==> config.mk <==
export PLATFORM = sky130hd
export DESIGN_NAME = sys_array_output_collector
export DESIGN_NICKNAME = d
export VERILOG_FILES = /design/src/rtl/sys_array_pkg.sv /design/src/rtl/sys_array_row_buffer.sv /design/src/rtl/sys_array_output_collector.sv
export SDC_FILE = /design/constraint.sdc
export NUM_CORES = 1
export LEC_CHECK = 0
export CAP_MARGIN = 40
export CORE_AREA = 2 2 232 234
export DETAILED_ROUTE_END_ITERATION = 6
export DIE_AREA = 0 0 234 236
export PLACE_DENSITY = 0.75
export RECOVER_POWER = 50
export SLEW_MARGIN = 30
export SYNTH_ARGS = -nofsm -noshare
export SYNTH_HDL_FRONTEND = slang
export SYNTH_HIERARCHICAL = 1
export SYNTH_SLANG_ARGS = --single-unit
export TNS_END_PERCENT = 100
==> constraint.sdc <==
create_clock -name clk -period 5.7 [get_ports clk]
set_input_delay 1.425 -clock clk [delete_from_list [all_inputs] [get_ports clk]]
set_output_delay 1.425 -clock clk [all_outputs]
set_load 0.1 [all_outputs]
==> src/rtl/sys_array_pkg.sv <==
// sys_array_pkg: shared types and helpers for the systolic-array result path.
// Holds the collector FSM encoding, the result element type and the skew helper.
`default_nettype none

package sys_array_pkg;

  localparam int DEF_DATA_WIDTH = 16;
  localparam int DEF_LATENCY    = 4;

  typedef enum logic [1:0] {
    IDLE    = 2'd0,
    COLLECT = 2'd1,
    DRAIN   = 2'd2
  } collect_state_t;

  typedef logic [2*DEF_DATA_WIDTH-1:0] result_t;

  // Row of C whose column j element leaves the array at count t.
  function automatic int skew_row(input int t, input int j, input int lat = DEF_LATENCY);
    return t - lat - j;
  endfunction

endpackage

`default_nettype wire

==> src/rtl/sys_array_row_buffer.sv <==
// sys_array_row_buffer: full C-matrix store with per-row complete flags.
// Columns are written independently; a row becomes readable once its last column lands.
`default_nettype none

module sys_array_row_buffer #(
  parameter int DATA_WIDTH = 16,
  parameter int ARRAY_A_W  = 5,
  parameter int ARRAY_W_L  = 4
) (
  input  logic                           clk,
  input  logic                           reset_n,
  input  logic [ARRAY_W_L-1:0]           wr_en,
  input  logic [$clog2(ARRAY_A_W)-1:0]   wr_row  [0:ARRAY_W_L-1],
  input  logic [2*DATA_WIDTH-1:0]        wr_data [0:ARRAY_W_L-1],
  input  logic                           rd_accept,
  output logic                           rd_valid,
  output logic [$clog2(ARRAY_A_W)-1:0]   rd_idx,
  output logic [2*DATA_WIDTH-1:0]        rd_data [0:ARRAY_W_L-1]
);

  localparam int RW = $clog2(ARRAY_A_W);

  logic [2*DATA_WIDTH-1:0] mem_q [0:ARRAY_A_W-1][0:ARRAY_W_L-1];
  logic [ARRAY_A_W-1:0]    complete_q, complete_d;
  logic [RW-1:0]           rp_q, rp_d;

  always_ff @(posedge clk) begin
    for (int j = 0; j < ARRAY_W_L; j++) begin
      if (wr_en[j]) begin
        mem_q[wr_row[j]][j] <= wr_data[j];
      end
    end
  end

  // A row never completes while it is the one being read out, so set and clear cannot collide.
  always_comb begin
    complete_d = complete_q;
    rp_d       = rp_q;
    if (rd_accept) begin
      complete_d[rp_q] = 1'b0;
      rp_d = (rp_q == RW'(ARRAY_A_W - 1)) ? '0 : rp_q + RW'(1);
    end
    if (wr_en[ARRAY_W_L-1]) begin
      complete_d[wr_row[ARRAY_W_L-1]] = 1'b1;
    end
  end

  always_ff @(posedge clk or negedge reset_n) begin
    if (!reset_n) begin
      complete_q <= '0;
      rp_q       <= '0;
    end else begin
      complete_q <= complete_d;
      rp_q       <= rp_d;
    end
  end

  assign rd_valid = complete_q[rp_q];
  assign rd_idx   = rp_q;

  for (genvar j = 0; j < ARRAY_W_L; j++) begin : g_rd
    assign rd_data[j] = rd_valid ? mem_q[rp_q][j] : '0;
  end

endmodule

`default_nettype wire

==> src/rtl/sys_array_output_collector.sv <==
// sys_array_output_collector: de-skews the array's bottom-row stream into whole C rows
// and hands them out one per valid/ready transfer.
`default_nettype none

module sys_array_output_collector #(
  parameter int DATA_WIDTH = 16,
  parameter int ARRAY_A_W  = 5,
  parameter int ARRAY_W_L  = 4,
  parameter int LATENCY    = 4
) (
  input  logic                           clk,
  input  logic                           reset_n,
  input  logic                           start,
  input  logic [2*DATA_WIDTH-1:0]        array_out [0:ARRAY_W_L-1],
  output logic [2*DATA_WIDTH-1:0]        row_data  [0:ARRAY_W_L-1],
  output logic [$clog2(ARRAY_A_W)-1:0]   row_idx,
  output logic                           row_valid,
  input  logic                           row_ready,
  output logic                           busy,
  output logic                           done
);

  import sys_array_pkg::*;

  localparam int RW     = $clog2(ARRAY_A_W);
  localparam int LAST_T = LATENCY + ARRAY_A_W + ARRAY_W_L - 2;
  localparam int TW     = $clog2(LAST_T + 1) + 1;

  collect_state_t        state_q;
  logic [TW-1:0]         t_q, t_d;
  logic                  busy_q, done_q, fin_q;
  logic [ARRAY_W_L-1:0]  wr_en;
  logic [RW-1:0]         wr_row [0:ARRAY_W_L-1];
  logic                  rd_accept, last_accept;

  // t_q holds the number of edges since start was sampled; t_d is the count at the coming edge.
  assign t_d = t_q + TW'(1);

  for (genvar j = 0; j < ARRAY_W_L; j++) begin : g_col
    int r;
    assign r         = skew_row(int'(t_d), j, LATENCY);
    assign wr_en[j]  = (state_q == COLLECT) && (r >= 0) && (r < ARRAY_A_W);
    assign wr_row[j] = RW'(r);
  end

  assign rd_accept   = row_valid && row_ready;
  assign last_accept = rd_accept && (row_idx == RW'(ARRAY_A_W - 1));

  // fin_q delays the done pulse and busy release by one edge after the final hand-off.
  always_ff @(posedge clk or negedge reset_n) begin
    if (!reset_n) begin
      state_q <= IDLE;
      t_q     <= '0;
      busy_q  <= 1'b0;
      done_q  <= 1'b0;
      fin_q   <= 1'b0;
    end else begin
      done_q <= 1'b0;
      if (fin_q) begin
        fin_q  <= 1'b0;
        busy_q <= 1'b0;
        done_q <= 1'b1;
      end
      case (state_q)
        IDLE: begin
          if (start && !busy_q) begin
            state_q <= COLLECT;
            t_q     <= '0;
            busy_q  <= 1'b1;
          end
        end
        COLLECT: begin
          t_q <= t_d;
          if (t_d == TW'(LAST_T)) begin
            state_q <= DRAIN;
          end
        end
        DRAIN: begin
          if (last_accept) begin
            state_q <= IDLE;
            fin_q   <= 1'b1;
          end
        end
        default: state_q <= IDLE;
      endcase
    end
  end

  assign busy = busy_q;
  assign done = done_q;

  sys_array_row_buffer #(
    .DATA_WIDTH (DATA_WIDTH),
    .ARRAY_A_W  (ARRAY_A_W),
    .ARRAY_W_L  (ARRAY_W_L)
  ) u_row_buffer (
    .clk       (clk),
    .reset_n   (reset_n),
    .wr_en     (wr_en),
    .wr_row    (wr_row),
    .wr_data   (array_out),
    .rd_accept (rd_accept),
    .rd_valid  (row_valid),
    .rd_idx    (row_idx),
    .rd_data   (row_data)
  );

endmodule

`default_nettype wire

==> summary.md, run 1 <==
| Metric | Value |
|---|---|
| Synthesized net count | 1,689 |
| Worst path most repeated cell | buf_4 |
| RSZ-0062 raised after global routing | false |
| Initial drt markers | 1,139 |
| Worst VDD drop | 359 uV |
| Violated checks | DRC |
| Worst path max stage delay | 0.89 ns |
| Most frequent cells in the layout | edfxtp_1 (640), a22oi_1 (257), mux2_2 (256), buf_4 (149), nand2_1 (148) |
| CTS clk-pin slew, worst paths | 0.06 ns |
| Endpoints failing hold | 0 |
| Clock Tree Buf Depth | 3 |
| Max Fclk | 200 MHz |
| Root buffer cell | clkbuf_16 |
| WS Path Type | reg -> out |
| M3 GR Usage | 0.0526 |
| Vias in the first global route | 15,595 |
| Worst-Margin Slew | 1.30 ns |
| Remaining global-route overflow | 0 |
| Worst skew pair latency | 0.59 ns |
| Post-Route WL | 59,700 microns |
| Post-cts resize count | 0 |
| Syn Area/Cell | 17.2 sq um |
| Max-cap violations | 0 |
| Min Hold Slack | 0.402 ns |
| CTS Sinks | 658 |
| Area Growth Syn to Fin | 19.9% |
| Core area | 0.0531 sq mm |
| Startpoint Class | flip-flop |
| Die width | 234 microns |
| Drt pass-1 iters | 7 |
| Slowest stage cell on the critical path | dfrtp_4 |
| Global Route met2 Usage | 0.359 |
| Ys Warns | 6 |
| Die height | 236 microns |
| Cell count after synthesis | 1,546 |
| Share of the synthesized area in the top cell type | 0.725 |
| GRT met1 Usage | 0.280 |
| Routed wire length per instance | 23.2 microns |
| Filler cells | 3,901 |
| LEAKAGE | 0.0107 uW |
| Core Rows | 85 |
| Flop2flop setup slack | 0.87 ns |
| Vias per cell | 5.87 |
| Worst-path fanout max | 53 |
| Initial antenna violation count | 16 |
| Req. time, crit path | 4.28 ns |
| Final max-slew violation count | 0 |
| Final Net Count | 1,963 |
| Post-Syn Area | 0.0265 sq mm |
| Setup Skew | 0.0148 ns |
| RR Startpoint | t_q[0] |
| Vias | 15,100 |
| Predominant post-synthesis flop cell | edfxtp_1 |
| CTS Buf Count | 68 |
| Post-synth EDFFs | 640 |
| PD cells | 415 mW/mm^2 |
| Input/output buffers | 265 |
| Setup crit end | row_data[65] |
| Synth async-reset ratio | 0.0274 |
| Count of final setup violators | 0 |
| Register area share after synthesis | 0.742 |
| Status | finished, violations left |
| CTS tree | yes |
| Hold Path Class | reg -> reg |
| Final ANT Viol Nets | 0 |
| Global-route wire length before repair | 90,600 microns |
| Tcrit/Tclk final | 0.876 |
| Share of layout cells above drive strength 1 | 0.289 |
| CTS hold repair buffers | 0 |
| Worst Setup End Kind | output port |
| Most common cell after layout, fill and taps aside | edfxtp_1 |
| Worst Setup SP | u_row_buffer/rd_idx[2] |
| Slew HR | 0.134 |
| Ranking of synthesized cells by area | edfxtp_1 (72%), mux2_2 (11%), a22oi_1 (7.3%) |
| Die footprint | 0.0552 sq mm |
| Crit path arrival time | 3.57 ns |
| Yosys cell types | 46 |
| DRC Markers | 9 |
| Minimum clock period after layout | 4.99 ns |
| TNS Setup | 0 ns |
| Power after layout | 13,200 uW |
| H-tree depth | 3 |
| DPL Wire Length | 33,600 microns |
| Worst-case reg-to-reg path depth | 9 |
| Starting Density | 0.500 |
| Total Routing Usage GR | 0.217 |
| Leading area contributor after synthesis | edfxtp_1 |
| R2R Path End | u_row_buffer/mem_q[3][106] |
| Cells along the critical path | nor2_1 > nand3_4 > buf_4 > buf_4 > a22oi_1 > buf_12 |
| Post-CTS Setup Bufs | 0 |
| GP Congestion | 0.779 |
| GR peak layer | met2 |
| Synthesized flop and latch total | 658 |
| I/O pin count | 266 |
| Largest net degree at the start of global routing | 178 |
worst min-delay path by stage:
stage / cells past startpoint / endpoint / from / slack [ns]
3_3_place_gp: 0 / done / fin_q / 0.39
3_5_place_dp: 0 / done / fin_q / 0.39
6_report: 0 / done / fin_q / 0.40
4_1_cts: 0 / done / fin_q / 0.40
5_1_grt: 0 / done / fin_q / 0.42
2_1_floorplan: 0 / done / fin_q / 0.35
per-stage QoR:
step | util | setup WS (ns) | std cells | instance area, sq um
4_1_cts | 0.599 | 0.853 | 2562 | 31800
3_5_place_dp | 0.560 | 1.50 | 2443 | 29700
2_1_floorplan | - | 0.148 | 1546 | 26500
3_3_place_gp | 0.558 | 1.63 | 2438 | 29600
6_report | 0.599 | 0.710 | 2571 | 31800
5_1_grt | 0.599 | 0.518 | 2567 | 31800
synth_stat cells (all sizes together) (5+ instances only):
cell,count
nand2b,13
mux2,256
buf,79
nor2,17
inv,9
ha,11
clkbuf,23
nor3,11
o21ai,14
nand2,148
dfrtp,18
edfxtp,640
nand3,5
a22oi,257
critical path: cells and delay by family (launching register included):
kind	cells	cell delay (ns)
buffers and inverters	3	1.38
and+or+nand+nor	2	0.41
AOI/OAI and AO/OA	1	0.26
DFF	1	0.89
sequential cells by signal, summed over array words and instances (netlist names):
| signal | flops |
|---|---|
| u_row_buffer/complete_q | 5 |
| busy | 1 |
| u_row_buffer/mem_q | 640 |
| fin_q | 1 |
| u_row_buffer/rd_idx | 3 |
| state_q | 2 |
| t_q | 5 |
| done | 1 |
cell families (layout without fill, tap and decap cells):
| logic type | Yosys count | after routing | synth area share |
|---|---|---|---|
| mux | 258 | 258 | 0.109 |
| simple gates | 210 | 210 | 0.0339 |
| compound gates | 291 | 291 | 0.0817 |
| other cells | 0 | 6 | 0 |
| xor+xnor | 6 | 6 | 0.00255 |
| flops | 658 | 658 | 0.742 |
| fa+ha+maj | 11 | 11 | 0.00519 |
| buf+inv | 112 | 435 | 0.0257 |
routing by layer:
metal / vias up / wire length [microns]
met1: 7690 / 24200
li1: 6664 / -
met3: 123 / 4670
met2: 605 / 29500
met5: - / 110
met4: 18 / 1340
report_power, final:
group          internal (uW)  switching (uW)
Clock                   2410            1720
Combinational           1290            2370
Sequential              5320            89.0
layout make-up:
class | count | area (sq um) | area share
multi-input combinational | 776 | 6280 | 0.198
sequential | 658 | 19700 | 0.619
inverter | 9 | 33.8 | 0.00106
clock buffer | 88 | 1840 | 0.0579
antenna | 6 | 15.0 | 0.000472
clock inverter | 31 | 223 | 0.00701
tap | 696 | 871 | 0.0274
timing repair buffer | 307 | 2850 | 0.0898
No activity file was read; power rests on OpenSTA's default activity.
==> run 2: changes to the inputs <==
--- a/config.mk
+++ b/config.mk
@@ -5,13 +5,13 @@
 export SDC_FILE = /design/constraint.sdc
 export NUM_CORES = 1
 export LEC_CHECK = 0
+export ABC_CLOCK_PERIOD_IN_PS = 5700
 export CAP_MARGIN = 40
 export CORE_AREA = 2 2 232 234
 export DETAILED_ROUTE_END_ITERATION = 6
 export DIE_AREA = 0 0 234 236
 export PLACE_DENSITY = 0.75
 export RECOVER_POWER = 50
-export SLEW_MARGIN = 30
 export SYNTH_ARGS = -nofsm -noshare
 export SYNTH_HDL_FRONTEND = slang
 export SYNTH_HIERARCHICAL = 1
==> run 2 against run 1 <==
  * Sequential power hardly changed
  * Worst setup slack got worse by 0.023 ns
  * Die area did not move
  * Final cell count down 0.12%
  * First-iteration DRC count is 0.18% lower
  * Largest cell class unchanged
  * Design area fell by 0.14%
  * Non-clock buffer count fell by 3
  * Via count about the same
  * Maximum frequency fell by 0.46%
  * Critical endpoint unchanged
  * Global-route usage unchanged
  * Count of clock-buffer cells in the layout is the same
  * The flow now finishes without violations
  * Power about the same
==> summary.md, run 2 (synthesized netlist as in run 1, its figures left out) <==
| Metric | Value |
|---|---|
| Final Net Count | 1,960 |
| RSZ-0062 raised after global routing | false |
| Starting Density | 0.500 |
| Most frequent cells in the layout | edfxtp_1 (640), a22oi_1 (257), mux2_2 (256), buf_4 (151), nand2_1 (148) |
| Tcrit/Tclk final | 0.880 |
| Vias per cell | 5.88 |
| GP Congestion | 0.779 |
| Worst-path fanout max | 53 |
| Root buffer cell | clkbuf_16 |
| Area Growth Syn to Fin | 19.7% |
| Max Fclk | 199 MHz |
| CTS clk-pin slew, worst paths | 0.06 ns |
| Vias in the first global route | 15,595 |
| Vias | 15,088 |
| CTS Sinks | 658 |
| Post-CTS Setup Bufs | 0 |
| Clock Tree Buf Depth | 3 |
| Worst skew pair latency | 0.59 ns |
| Max reg flops | 640 |
| CTS Buf Count | 68 |
| Fin util | 0.598 |
| Worst path max stage delay | 0.88 ns |
| Power after layout | 13,200 uW |
| Crit path arrival time | 3.59 ns |
| Most common cell after layout, fill and taps aside | edfxtp_1 |
| H-tree depth | 3 |
| Setup Skew | 0.0144 ns |
| Initial antenna violation count | 16 |
| Cells along the critical path | nor2_1 > nand3_4 > buf_4 > buf_4 > a22oi_1 > buf_12 |
| Final instance area | 0.0317 sq mm |
| Startpoint Class | flip-flop |
| Input/output buffers | 265 |
| Core Rows | 85 |
| DRC Markers | 0 |
| Worst-Margin Slew | 1.30 ns |
| Global-route wire length before repair | 90,600 microns |
| Final ANT Viol Nets | 0 |
| Core area | 0.0531 sq mm |
| CTS hold repair buffers | 0 |
| LEAKAGE | 0.0107 uW |
| Max-cap violations | 0 |
| Placed Area | 0.0297 sq mm |
| Count of final setup violators | 0 |
| Min Hold Slack | 0.403 ns |
| Status | finished clean |
| Die width | 234 microns |
| Minimum clock period after layout | 5.01 ns |
| Largest net degree at the start of global routing | 178 |
| Worst Setup End Kind | output port |
| Slew HR | 0.132 |
| WS Path Type | reg -> out |
| Die height | 236 microns |
| Worst VDD drop | 333 uV |
| Share of layout cells above drive strength 1 | 0.290 |
| Slowest stage cell on the critical path | dfrtp_4 |
| Req. time, crit path | 4.28 ns |
| Post-Route WL | 59,900 microns |
| Initial drt markers | 1,137 |
| Final max-slew violation count | 0 |
| Hold Path Class | reg -> reg |
| TNS Setup | 0 ns |
| Die footprint | 0.0552 sq mm |
| Routed wire length per instance | 23.3 microns |
| CTS tree | yes |
| Total Routing Usage GR | 0.217 |
| I/O pin count | 266 |
| Endpoints failing hold | 0 |
| Drt pass-1 iters | 5 |
| Remaining global-route overflow | 0 |
| DPL Wire Length | 33,600 microns |
| Worst path most repeated cell | buf_4 |
| PD cells | 415 mW/mm^2 |
| Post-cts resize count | 0 |
-- run 2: cell types whose count changed in the layout (fill, tap and decap cells not counted) --
cell / previous run / this run
clkbuf_1: 20 / 17
buf_16: 5 / 3
buf_4: 149 / 151
nor2_1: 11 / 10
nor2_4: 5 / 6
-- run 2: worst paths after layout --
path | startpoint | end | slack [ns] | cells after the start
worst max-delay path | u_row_buffer/rd_idx[2] | row_data[65] | 0.69 | 6
worst min-delay path | fin_q | done | 0.40 | 0
worst max register to register | t_q[0] | u_row_buffer/mem_q[3][106] | 0.86 | 9
worst min register to register | fin_q | done | 0.40 | 0
max in group asynchronous | reset_n | u_row_buffer/rd_idx[2] | 3.70 | 1
min in group asynchronous | reset_n | busy | 1.38 | 1
-- run 2: cell type report --
| cell class | instances | area (sq um) |
|---|---|---|
| fillers | 3899 | 21300 |
| inverters | 9 | 33.8 |
| well taps | 696 | 871 |
| diodes | 6 | 15.0 |
| clock buffers | 88 | 1840 |
| multi-input cells | 776 | 6290 |
| repair buffers | 304 | 2800 |
| flip-flops and latches | 658 | 19700 |
| clock inverters | 31 | 223 |
-- run 2: power breakdown --
part	switching (uW)	internal, uW
registers	88.7	5320
clock network	1720	2410
logic	2370	1280
-- run 2: worst max-delay path, delay by kind of cell (launching register included) --
family          cells  cell delay, ns
compound gates      1            0.27
buf+inv             3            1.40
flops               1            0.88
simple gates        2            0.40
-- run 2: per-stage QoR --
step,setup WS (ns),std cells
global route,0.518,2564
global placement,1.63,2438
floorplan,0.148,1546
finish,0.686,2568
detailed placement,1.50,2443
CTS,0.853,2562
-- run 2: layer usage --
layer | share of wire | global-route usage | vias up | wire length (microns)
li1 | - | - | 6664 | -
met1 | 0.40 | 0.280 | 7679 | 24100
met2 | 0.49 | 0.359 | 612 | 29600
met3 | 0.079 | 0.0526 | 115 | 4730
met4 | 0.022 | 0.0744 | 18 | 1300
met5 | 0.0018 | 0 | - | 110
